--- config.mk ---
export PLATFORM = sky130hd
export DESIGN_NAME = stim_gen
export DESIGN_NICKNAME = d
export VERILOG_FILES = /design/src/rtl/stim_gen.sv
export SDC_FILE = /design/constraint.sdc
export NUM_CORES = 1
export LEC_CHECK = 0
export ABC_AREA = 0
export CORE_MARGIN = 3
export CORE_UTILIZATION = 62
export CTS_CLUSTER_SIZE = 40
export DETAILED_ROUTE_END_ITERATION = 16
export MAX_ROUTING_LAYER = met4
export PLACE_DENSITY = 0.95
export SKIP_CTS_REPAIR_TIMING = 1
export SYNTH_ARGS = -nofsm -noshare
export SYNTH_HDL_FRONTEND = slang
export SYNTH_SLANG_ARGS = --single-unit
--- constraint.sdc ---
create_clock -name clk -period 5.9 [get_ports clk]
set_clock_uncertainty 0.05 [all_clocks]
set_input_delay 1.77 -clock clk [delete_from_list [all_inputs] [get_ports clk]]
set_output_delay 1.77 -clock clk [all_outputs]
set_load 0.01 [all_outputs]
--- src/rtl/stim_gen.sv ---
// stim_gen: drives a/b/cin vectors for the adder bench, either an exhaustive sweep of
// {cin,a,b} or a fixed-length LFSR run, with start/hold/valid/done handshaking.
module stim_gen #(
  parameter int          n     = 4,
  parameter logic [31:0] SEED  = 32'h0000_0001,
  parameter int          NRAND = 256
) (
  input  logic          clk,
  input  logic          rst_n,
  input  logic          start,
  input  logic          mode,
  input  logic          hold,
  output logic [n-1:0]  a,
  output logic [n-1:0]  b,
  output logic          cin,
  output logic          valid,
  output logic          busy,
  output logic          done,
  output logic [31:0]   vec_count
);

  localparam int          VW       = 2 * n + 1;
  localparam logic [31:0] SEED_EFF = (SEED == 32'h0) ? 32'h0000_0001 : SEED;
  localparam logic [31:0] LEN_EXH  = 32'd1 << VW;
  localparam logic [31:0] LEN_RND  = 32'(NRAND);

  typedef enum logic [1:0] {IDLE, RUN, DONE} state_t;

  state_t         state;
  logic           mode_q;
  logic [31:0]    idx;
  logic [31:0]    lfsr;
  logic [31:0]    lfsr_next;
  logic [31:0]    idx_next;
  logic [31:0]    last_idx;
  logic [VW-1:0]  vec;

  function automatic logic [31:0] lfsr_step(input logic [31:0] s);
    return (s >> 1) ^ (s[0] ? 32'h8020_0003 : 32'h0);
  endfunction

  assign lfsr_next = lfsr_step(lfsr);
  assign idx_next  = idx + 32'd1;
  // The index is 32 bits wide so the full-width last-vector compare can never wrap.
  assign last_idx  = mode_q ? (LEN_RND - 32'd1) : (LEN_EXH - 32'd1);

  always_ff @(posedge clk) begin
    if (!rst_n) begin
      state     <= IDLE;
      mode_q    <= 1'b0;
      idx       <= '0;
      lfsr      <= SEED_EFF;
      vec       <= '0;
      valid     <= 1'b0;
      vec_count <= '0;
    end else begin
      case (state)
        IDLE, DONE: begin
          if (start) begin
            state     <= RUN;
            mode_q    <= mode;
            idx       <= '0;
            lfsr      <= SEED_EFF;
            vec       <= mode ? SEED_EFF[VW-1:0] : '0;
            valid     <= 1'b1;
            vec_count <= 32'd1;
          end else begin
            valid <= 1'b0;
          end
        end
        RUN: begin
          if (hold) begin
            valid <= 1'b0;
          end else if (idx == last_idx) begin
            state <= DONE;
            valid <= 1'b0;
          end else begin
            idx   <= idx_next;
            lfsr  <= lfsr_next;
            vec   <= mode_q ? lfsr_next[VW-1:0] : idx_next[VW-1:0];
            valid <= 1'b1;
            if (vec_count != 32'hFFFF_FFFF)
              vec_count <= vec_count + 32'd1;
          end
        end
        default: begin
          state <= IDLE;
          valid <= 1'b0;
        end
      endcase
    end
  end

  assign {cin, a, b} = vec;
  assign busy = (state == RUN);
  assign done = (state == DONE);

endmodule

==> results.txt, run 1 <==
In the synthesized netlist the dominant register cell turns out to be dfxtp_1. The routed wire length came out at 14500 microns. The wire length of the first global-routing pass is 24000 microns. The H-tree depth is 3. The worst slew slack as a fraction of its limit is 0.188. The weighted congestion reported at the end of routability-driven placement is 0.943. Setup repair after global routing left no endpoint under its margin.

For the pin with the worst max-slew slack, the measured transition is 1.21 ns. The overall power after layout came out at 0.00132 W. The number of pins exceeding their max-slew limit in the final report came out at 0. For this run, design rule violations remaining after detail routing come to 0. The sequential cell area fraction in the yosys report came out at 0.400. Entering global routing, the biggest net connects 62 pins. The flow ran to the end, and the final reports show no timing, DRC or antenna violations.

The met1 wire length is 5700 microns. The layout overhead on the synthesized area is 11.7%. The shortest clock period the worst path allows after layout is 4.16 ns.

The total congestion overflow is 0. Counting flops and latches in the post-synthesis netlist gives 109. The number of buffers created by CTS is 9. The maximum clock frequency came out at 0.241 GHz. The global router's overall resource usage came out at 0.301. The chip width is 99.8 microns.

The clock share of power came out at 0.355. The part of the cycle the worst path needs came out at 0.705. The number of nets in the layout came out at 707. The data required time at the worst endpoint came out at 6.13 ns. The placed wire-length estimate after detailed placement came out at 9490 microns. The via count of the first global-routing pass was 5126.

49 I/O pins were placed. Clock tree synthesis selected as its root buffer the cell clkbuf_8. The proportion of power drawn by flip-flops and latches came out at 0.565. In this run the worst setup path begins at start. STA classifies the critical path endpoint as a flip-flop.

The accumulated negative setup slack came out at 0 ns. The filler cell count is 594. The worst min-delay path category is reg2reg.

The count of different cell masters after synthesis is 63. The slack of the worst reg-to-reg path came out at 2.50 ns. The total length of routed met2 wires is 6980 microns. The routed wirelength normalized by instance count came out at 17.9 microns. The number of standard-cell rows in the floorplan came out at 33. The total of max-cap violations is 0. The switching fraction of total power came out at 0.290. The power density of the placed cells is 217 mW/mm^2.

The total length of routed met3 wires came out at 1410 microns. The multi-input combinational cells in the finished layout cover a total of 0.00302 sq mm. The critical path ends at idx[14].

The first-pass iteration count of the detailed router came out at 6. The number of antenna violations at the first check in global routing came out at 0. The clock drives 109 sinks.

The share of cells above drive strength 1 is 0.0723. The initial core utilization is 0.651. The internal power consumption is 0.000939 W.

The largest total area in the synthesized netlist belongs to dfxtp_1. The number of cells on the worst reg-to-reg path is 6. From bottom edge to top edge, the die measures 99.8 microns. IR analysis of the VDD net gives a maximum drop of 0.162 mV.

The detailed router's first-iteration violation count is 599. At the later pin of the worst-skew pair, clock insertion delay measures 0.39 ns. The number of port buffers came out at 48.

The net count after synthesis is 688. The number of antenna diodes came out at 0. The async set-reset flop share out of synthesis came out at 0. Summing all flip-flop and latch instances after layout gives 0.00218 sq mm. The worst register-to-register path begins at mode_q. The TritonCTS clock tree is yes. The cell count of the worst hold path came out at 2. Using the TritonRoute via totals, the vias-per-cell ratio works out to 6.72. Yosys attributes the largest share of cell area to dfxtp_1 40%, nand3_1 8.2%, nand2_1 6.0%.

The via count came out at 5447. The final-report hold violation count is 0. Summed over all nets, the switching power comes to 0.000384 W. The maximum clock path buffer count is 2. The cell leakage power came out at 1.99 nW. The number of nets still failing antenna checks after routing is 0. The synthesized cell area came out at 0.00546 sq mm. The count of flip-flops with a built-in enable after synthesis is 0.

The highest signal layer in the routed design is met4. The core region is 0.00838 sq mm. The clock input transition at the sequential cells of the worst setup and hold paths is 0.12 ns. The top cell type's share of synthesized area came out at 0.400. The cell count after synthesis is 681. The synthesis warning total came out at 0. The full die area is 0.00996 sq mm.

The final setup violation count is 0. The part of the total power dissipated in combinational logic is 0.080. The endpoint arrival time on the critical path came out at 4.39 ns.

The kind of critical path is in2reg. The worst setup path is launched from an input port. The endpoint of the most critical register-to-register path is vec_count[0]. The peak fanout along the critical path is 14. Averaged over all synthesized cells, the footprint is 8.01 sq um.
## state kept, by name, summed over array words and instances (netlist names)
name and flops:
idx 32, lfsr 32, vec_count 32, vec 9
state 2, mode_q 1, valid 1
## routing by layer
layer | GRT usage | vias up
li1 | - | 2535
met1 | 0.379 | 2534
met2 | 0.476 | 330
met3 | 0.0417 | 48
met4 | 0.147 | 0
met5 | - | -
## layout make-up
class,count,share of cell area
multi-input cells,518,0.495
well taps,105,0.0216
flip-flops and latches,109,0.358
inverters,7,0.00431
repair buffers,55,0.0866
clock buffers,9,0.0203
clock inverters,7,0.0146
## cell usage after synthesis, types with 8 or more instances
library cell,instances
a21oi_1,51
a31oi_1,12
and3_1,11
clkbuf_1,29
dfxtp_1,109
nand2_1,87
nand3_1,89
nand4_1,17
nor2_1,62
nor3_1,15
nor4_1,13
o211ai_1,9
o21ai_0,20
o311ai_0,12
o31ai_1,8
xnor2_1,13
## logic make-up after synthesis
| logic type | after synthesis | share of synthesized area |
|---|---|---|
| adders and majority gates | 2 | 0.00459 |
| DFF | 109 | 0.400 |
| and+or+nand+nor | 335 | 0.314 |
| AOI/OAI and AO/OA | 156 | 0.192 |
| muxes | 5 | 0.00917 |
| xor gates and xnor gates | 20 | 0.0321 |
| buffers and inverters | 54 | 0.0477 |
## critical path, cell delays in order
cell	delay, ns
clkdlybuf4s50_1	0.48
inv_1	0.06
nor2_1	0.53
nor2_1	0.32
nor2_1	0.79
o221ai_1	0.24
nor3b_1	0.19
## how the worst min path moves through the flow
stage	from	endpoint	slack, ns
3_5_place_dp	lfsr[17]	lfsr[16]	0.39
5_1_grt	lfsr[26]	lfsr[25]	0.44
4_1_cts	lfsr[21]	lfsr[20]	0.42
6_report	lfsr[21]	lfsr[20]	0.41
3_3_place_gp	lfsr[29]	lfsr[28]	0.39
2_1_floorplan	lfsr[11]	lfsr[10]	0.38
## through the flow
stage	area, sq um	setup WS [ns]	cells	hold slack (ns)	utilization
after floorplan	5460	2.54	681	0.382	-
after global placement	5880	1.51	794	0.388	0.702
after detailed placement	5880	1.37	794	0.395	0.702
after CTS	6100	1.80	810	0.417	0.727
after global routing	6100	1.54	810	0.438	0.727
final	6100	1.74	810	0.413	0.727
## power groups by stage
stage | Clock, W | Sequential (W) | Combinational, W
6_report | 0.000470 | 0.000748 | 0.000106
5_1_grt | 0.000504 | 0.000749 | 0.000113
4_1_cts | 0.000472 | 0.000748 | 0.000103
2_1_floorplan | 0 | 0.000762 | 0.0000790
3_3_place_gp | 0 | 0.000764 | 0.0000995
3_5_place_dp | 0 | 0.000764 | 0.000103
## cells in the final DEF, fill, tap and decap left out, drive strengths merged, types with 4 or more instances in the layout
master and count:
and3 12, dfxtp 109, clkdlybuf4s50 47, buf 8
inv 10, and2 4, a22oi 5, clkbuf 9
clkinv 4, o211ai 15, or4 5, nor2 64
mux2i 5, nor3 17, xor2 7, nand2 87
o311ai 13, xnor2 13, nand3 90, nand4 19
a31oi 12, nor4 18, o21a 4, o31ai 8
o21ai 25, or3 6, a21oi 52
(Power assumes the default switching activity.)
==> inputs of run 2 (changes only) <==
--- a/config.mk
+++ b/config.mk
@@ -7,11 +7,11 @@
 export LEC_CHECK = 0
 export ABC_AREA = 0
 export CORE_MARGIN = 3
-export CORE_UTILIZATION = 62
+export CORE_UTILIZATION = 58
 export CTS_CLUSTER_SIZE = 40
 export DETAILED_ROUTE_END_ITERATION = 16
 export MAX_ROUTING_LAYER = met4
-export PLACE_DENSITY = 0.95
+export PLACE_DENSITY = 0.9
 export SKIP_CTS_REPAIR_TIMING = 1
 export SYNTH_ARGS = -nofsm -noshare
 export SYNTH_HDL_FRONTEND = slang
==> constraint.sdc (replaced) <==
create_clock -name clk -period 4.1 [get_ports clk]
set_clock_uncertainty 0.05 [all_clocks]
set_input_delay 1.23 -clock clk [delete_from_list [all_inputs] [get_ports clk]]
set_output_delay 1.23 -clock clk [all_outputs]
set_load 0.01 [all_outputs]
==> results.txt, run 2 (same netlist as run 1, synthesis figures left out) <==
The run finished with clean final reports. The placed wire-length estimate after detailed placement came out at 9800 microns. The routed wirelength normalized by instance count is 17.7 microns.

The core outline area came out at 0.00893 sq mm. The total length of routed met3 wires is 981 microns. The endpoint arrival time on the critical path came out at 3.50 ns. The library cells used most frequently in the layout, excluding fill and tap cells, are 109 x dfxtp_1, 89 x nand3_1, 87 x nand2_1. The H-tree was split into 3 levels. The chip width came out at 103 microns. The switching fraction of total power came out at 0.292.

The later-pin clock latency in the skew report came out at 0.40 ns. Walking the worst path, the cells encountered are clkdlybuf4s50_1 -> inv_1 -> nor2_1 -> buf_4 -> nor2_1 -> nor2_1 -> a31oi_1 -> nor3b_1. For this design, the slowest cell found on the critical path is nor2_1. The boundary pin count came out at 49. The clock input transition at the sequential cells of the worst setup and hold paths is 0.12 ns. The wire length of the first global-routing pass is 23900 microns. The worst min-delay path category is reg2reg. The most common library cell in the layout ignoring fill and taps is dfxtp_1. The via count of the first global-routing pass came out at 5057.

The internal power consumption is 0.00136 W. The final-report hold violation count is 0. The slew at the pin with the worst max-slew slack is 0.969 ns. The largest registers in the layout are idx x32, lfsr x32, vec_count x32. The clock share of power came out at 0.356. The worst ir drop on vdd came out at 0.260 mV.

The cell type group with the largest total delay on the critical path is simple AND/OR/NAND/NOR gates. The final setup violation count is 0. Of the total power, combinational logic draws 0.085.

Wires add up to 14500 microns. The final-layout worst hold slack came out at 0.413 ns. The part of the cycle the worst path needs is 0.794.

The highest signal layer in the routed design is met4. The layout overhead on the synthesized area is 13.0%. The data required time at the worst endpoint came out at 4.34 ns. The detailed router's first-iteration violation count came out at 409. The clock net sink count came out at 109.

The cell that appears most often on the critical path is nor2_1. For this design the ratio of total power to cell area is 312 mW/mm^2. Of the total power, registers draw 0.558. The number of cells after detailed placement is 806. For this run, the post-layout net count is 716.

The die outline height came out at 103 microns. Dividing the detail-routed via count by the number of cells gives 6.56. The floorplan step defined a die boundary enclosing 0.0106 sq mm. The smallest clock period supported by the final layout is computed as 3.25 ns.

The initial core utilization came out at 0.611. Static timing analysis puts the maximum clock frequency at 0.307 GHz. The slack of the worst reg-to-reg path is 0.89 ns.

The pin count of the biggest net entering global routing is 44. The floorplan has 34 rows. Once detail routing completed, the nets flagged for antenna violations numbered 0. For this run, the total global-route usage over all layers was measured as 0.288. The net switching power came out at 0.000561 W. The accumulated negative setup slack is 0 ns. The number of antenna violations at the first check in global routing came out at 0. Setup repair after global routing left no endpoint under its margin. The number of buffers created by CTS is 9.

The number of port buffers is 48. The post-layout utilization of the core came out at 0.690. The number of antenna diodes is 0.

The kind of critical path is in2reg. In the final layout, the share of cells above drive strength 1 is 0.0840. The worst setup path is captured at a flip-flop. The highest cell delay on the worst timing path came out at 0.74 ns.

In this run the static leakage power is 2.03 nW. The number of remaining DRC errors came out at 0. The via count is 5390. The met1 wire length is 6280 microns.

The worst slew slack as a fraction of its limit is 0.349. In this run the clock root is driven by a clkbuf_8. Max-cap violations in this run came to 0.

The peak fanout along the critical path is 14. The number of pins exceeding their max-slew limit in the final report came out at 0. The buffer and inverter count on the worst path is 3. The first-pass iteration count of the detailed router came out at 5. The post-route non-filler standard cell count came out at 822.

The routed design uses 6970 microns of met2 wire. The TritonCTS clock tree is yes. The worst setup path is launched from an input port. The maximum clock path buffer count is 2. The weighted congestion reported at the end of routability-driven placement came out at 0.946. The total congestion overflow came out at 0.
run 2: power groups by stage:
stage / Sequential, W / Combinational [W] / Clock (W)
2_1_floorplan: 0.00110 / 0.000114 / 0
3_3_place_gp: 0.00110 / 0.000156 / 0
3_5_place_dp: 0.00110 / 0.000161 / 0
4_1_cts: 0.00107 / 0.000161 / 0.000685
5_1_grt: 0.00107 / 0.000176 / 0.000722
6_report: 0.00107 / 0.000164 / 0.000684
run 2: per-layer routing:
| layer | GRT usage | vias to the layer above |
|---|---|---|
| li1 | - | 2546 |
| met1 | 0.376 | 2591 |
| met2 | 0.450 | 220 |
| met3 | 0.0568 | 33 |
| met4 | 0.0916 | 0 |
| met5 | - | - |
run 2: tightest hold or removal path: cells and delay by family, from the launching register on:
| family | cells | cell delay [ns] |
|---|---|---|
| AO/OA/AOI/OAI | 1 | 0.05 |
| AND/OR/NAND/NOR | 1 | 0.05 |
| flip-flops | 1 | 0.33 |
run 2: final timing paths:
check / depth (start not counted) / endpoint / startpoint
hold / removal: 2 / lfsr[10] / lfsr[11]
setup / recovery: 8 / idx[14] / start
setup reg to reg: 8 / vec_count[3] / idx[0]
hold reg to reg: 2 / lfsr[10] / lfsr[11]
run 2: final cells by class:
cell class | count | area (sq um)
Multi-Input combinational cell | 518 | 3020
Fill cell | 701 | 2770
Sequential cell | 109 | 2180
Timing Repair Buffer | 64 | 596
Tap cell | 108 | 135
Clock buffer | 9 | 124
Clock inverter | 7 | 83.8
Inverter | 7 | 26.3
run 2: stage by stage:
step | cell area [sq um] | setup slack, ns | power, W
2_1_floorplan | 5460 | 1.28 | 0.00121
3_3_place_gp | 5950 | 0.590 | 0.00125
3_5_place_dp | 5950 | 0.478 | 0.00126
4_1_cts | 6160 | 0.874 | 0.00192
5_1_grt | 6160 | 0.696 | 0.00197
6_report | 6160 | 0.846 | 0.00192
==> inputs of run 3 (changes only) <==
==> constraint.sdc (replaced) <==
create_clock -name clk -period 3.04 [get_ports clk]
set_clock_uncertainty 0.05 [all_clocks]
set_input_delay 0.912 -clock clk [delete_from_list [all_inputs] [get_ports clk]]
set_output_delay 0.912 -clock clk [all_outputs]
set_load 0.01 [all_outputs]
==> results.txt, run 3 (same netlist as run 1, synthesis figures left out) <==
The first-pass iteration count of the detailed router is 7. The endpoint arrival time on the critical path came out at 3.14 ns. Once layout is done, the placed cells without fillers occupy 0.00632 sq mm. The initial core utilization came out at 0.611. The full die area came out at 0.0106 sq mm. The kind of critical path is reg2reg.

TritonCTS built the clock tree. Dividing the final minimum period by the clock period gives 0.954. The placed wire-length estimate after detailed placement came out at 10400 microns.

The layout overhead on the synthesized area came out at 15.8%. The filler cell count came out at 677. At the pin with the least slew margin, the transition time is 0.941 ns.

After clock tree synthesis, the clock-pin slew on the worst setup and hold paths is 0.12 ns. The peak fanout along the critical path is 15. In the layout the commonest cells are 109 x dfxtp_1, 89 x nand3_1, 87 x nand2_1. Based on the critical path, the design can be clocked at up to 0.345 GHz. In this run the tool buffered the top-level ports with 48 buffer cells.

The worst setup path is captured at a flip-flop. The number of nets in the layout came out at 733. Across the run, the number of max-cap violations was 0. The worst register-to-register path begins at idx[1]. The net switching power came out at 0.000759 W. Clock latency on the worst-skew pair, taken at its later pin, is 0.40 ns. In the final layout, the registers with the most flip-flops are idx x32, lfsr x32, vec_count x32. The number of pins exceeding their max-slew limit in the final report is 0. The number of antenna violations at the first check in global routing came out at 0. The critical path goes through ha_1 -> and3_4 -> nand4_4 -> or3_1 -> a21oi_4 -> buf_4 -> nor2_4 -> o31ai_1. The clock drives 109 sinks. In this run the most critical hold path is launched from lfsr[28]. The routed wire length is 15100 microns. The routed wirelength normalized by instance count came out at 18.0 microns. The clock share of power is 0.351.

The number of standard-cell rows in the floorplan is 34. The shortest clock period the worst path allows after layout is 2.90 ns. The chip width is 103 microns. The path class of the tightest hold or removal check is reg2reg. The cell leakage power came out at 2.12 nW. The standard cell area after detailed placement came out at 0.00611 sq mm. The worst slack at placement came out at -0.107 ns.

The power density of the placed cells came out at 412 mW/mm^2. The H-tree depth came out at 3. The die outline height is 103 microns. Setup repair after global routing left no endpoint under its margin.

The end point of the most critical hold path is lfsr[27]. The first routing iteration left 407 violations. STA classifies the critical path startpoint as a flip-flop. The number of remaining DRC errors is 0. The data required time at the worst endpoint came out at 3.28 ns. The post-layout utilization of the core is 0.707. The share of total power dissipated in sequential elements is 0.555. The final setup violation count is 0.

The endpoint identified for the worst register-to-register timing path is vec_count[27]. The wire length of the first global-routing pass is 25000 microns. The least setup slack across all paths after layout came out at 0.140 ns. The slack of the worst reg-to-reg path came out at 0.14 ns. The part of the total power dissipated in combinational logic came out at 0.094. Entering global routing, the biggest net connects 46 pins. The number of nets still failing antenna checks after routing is 0.

The internal portion of the total power is 0.00185 W. Counting cells, the worst reg-to-reg path comes to 8. The via count of the first global-routing pass is 5112.

The run finished with clean final reports. The library cell used most frequently in the layout, excluding fill and tap cells, is dfxtp_1. The number of antenna diodes is 0. The share of cells above drive strength 1 came out at 0.105. The number of clock buffers added by TritonCTS is 9.

Of the total power, the share spent switching nets is 0.291. The detailed router placed 5469 vias in this run. The worst slew slack as a fraction of its limit is 0.371.

The root buffer cell chosen for the clock tree is clkbuf_8. Counting along the longest clock path gives a buffer depth of 2. Broken down by cell family, the worst path's largest delay share belongs to simple AND/OR/NAND/NOR gates.

The weighted congestion reported at the end of routability-driven placement is 0.966. After floorplanning, the core was sized to cover 0.00893 sq mm. The cell count of the worst hold path is 2. The final-report hold violation count is 0. The global router's overall resource usage is 0.301. Using the TritonRoute via totals, the vias-per-cell ratio works out to 6.52. The buffer and inverter count on the worst path is 1. The highest cell delay on the worst timing path is 0.57 ns. The highest-delay cell along the critical path is or3_1. The total congestion overflow is 0. The worst ir drop on vdd came out at 0.331 mV. The boundary pin count came out at 49.
==> run 3: worst max-delay path by stage <==
stage                       from            end  cells past startpoint
final                     idx[1]  vec_count[27]                      8
after global routing      idx[1]   vec_count[0]                      8
after CTS                 idx[1]  vec_count[27]                      8
after detailed placement   start        idx[14]                      8
after global placement     start        idx[14]                      8
after floorplan            start        idx[14]                      7
==> run 3: per-layer routing <==
| metal | vias to the layer above | track usage | wire length (microns) |
|---|---|---|---|
| met5 | - | - | 0 |
| met4 | 0 | 0.114 | 356 |
| met3 | 42 | 0.0663 | 1190 |
| met2 | 279 | 0.460 | 7190 |
| met1 | 2557 | 0.392 | 6330 |
| li1 | 2591 | - | - |
==> run 3: cell type report <==
type | count | area (sq um) | area share
multi-input combinational | 518 | 3020 | 0.477
clock inverter | 7 | 87.6 | 0.0139
inverter | 7 | 26.3 | 0.00416
sequential | 109 | 2180 | 0.345
tap | 108 | 135 | 0.0214
clock buffer | 9 | 124 | 0.0196
timing repair buffer | 81 | 748 | 0.118
==> run 3: worst min-delay path, stage by stage, from the launching register on <==
cell,delay [ns]
dfxtp_1,0.33
nand2_1,0.05
a21oi_1,0.05
==> run 3: metrics by stage <==
stage                     hold WS, ns  setup TNS (ns)  instances  power, W
final                           0.413               0        839   0.00261
after global routing            0.428               0        839   0.00270
after global placement          0.385         -0.0147        823   0.00171
after floorplan                 0.382               0        681   0.00163
after CTS                       0.418               0        839   0.00261
after detailed placement        0.400          -0.128        823   0.00172
==> run 3: power by group through the flow <==
stage / combinational, W / clock, W / sequential [W]
2_1_floorplan: 0.000153 / 0 / 0.00148
3_3_place_gp: 0.000233 / 0 / 0.00148
3_5_place_dp: 0.000239 / 0 / 0.00148
4_1_cts: 0.000240 / 0.000924 / 0.00145
5_1_grt: 0.000264 / 0.000987 / 0.00145
6_report: 0.000244 / 0.000916 / 0.00145
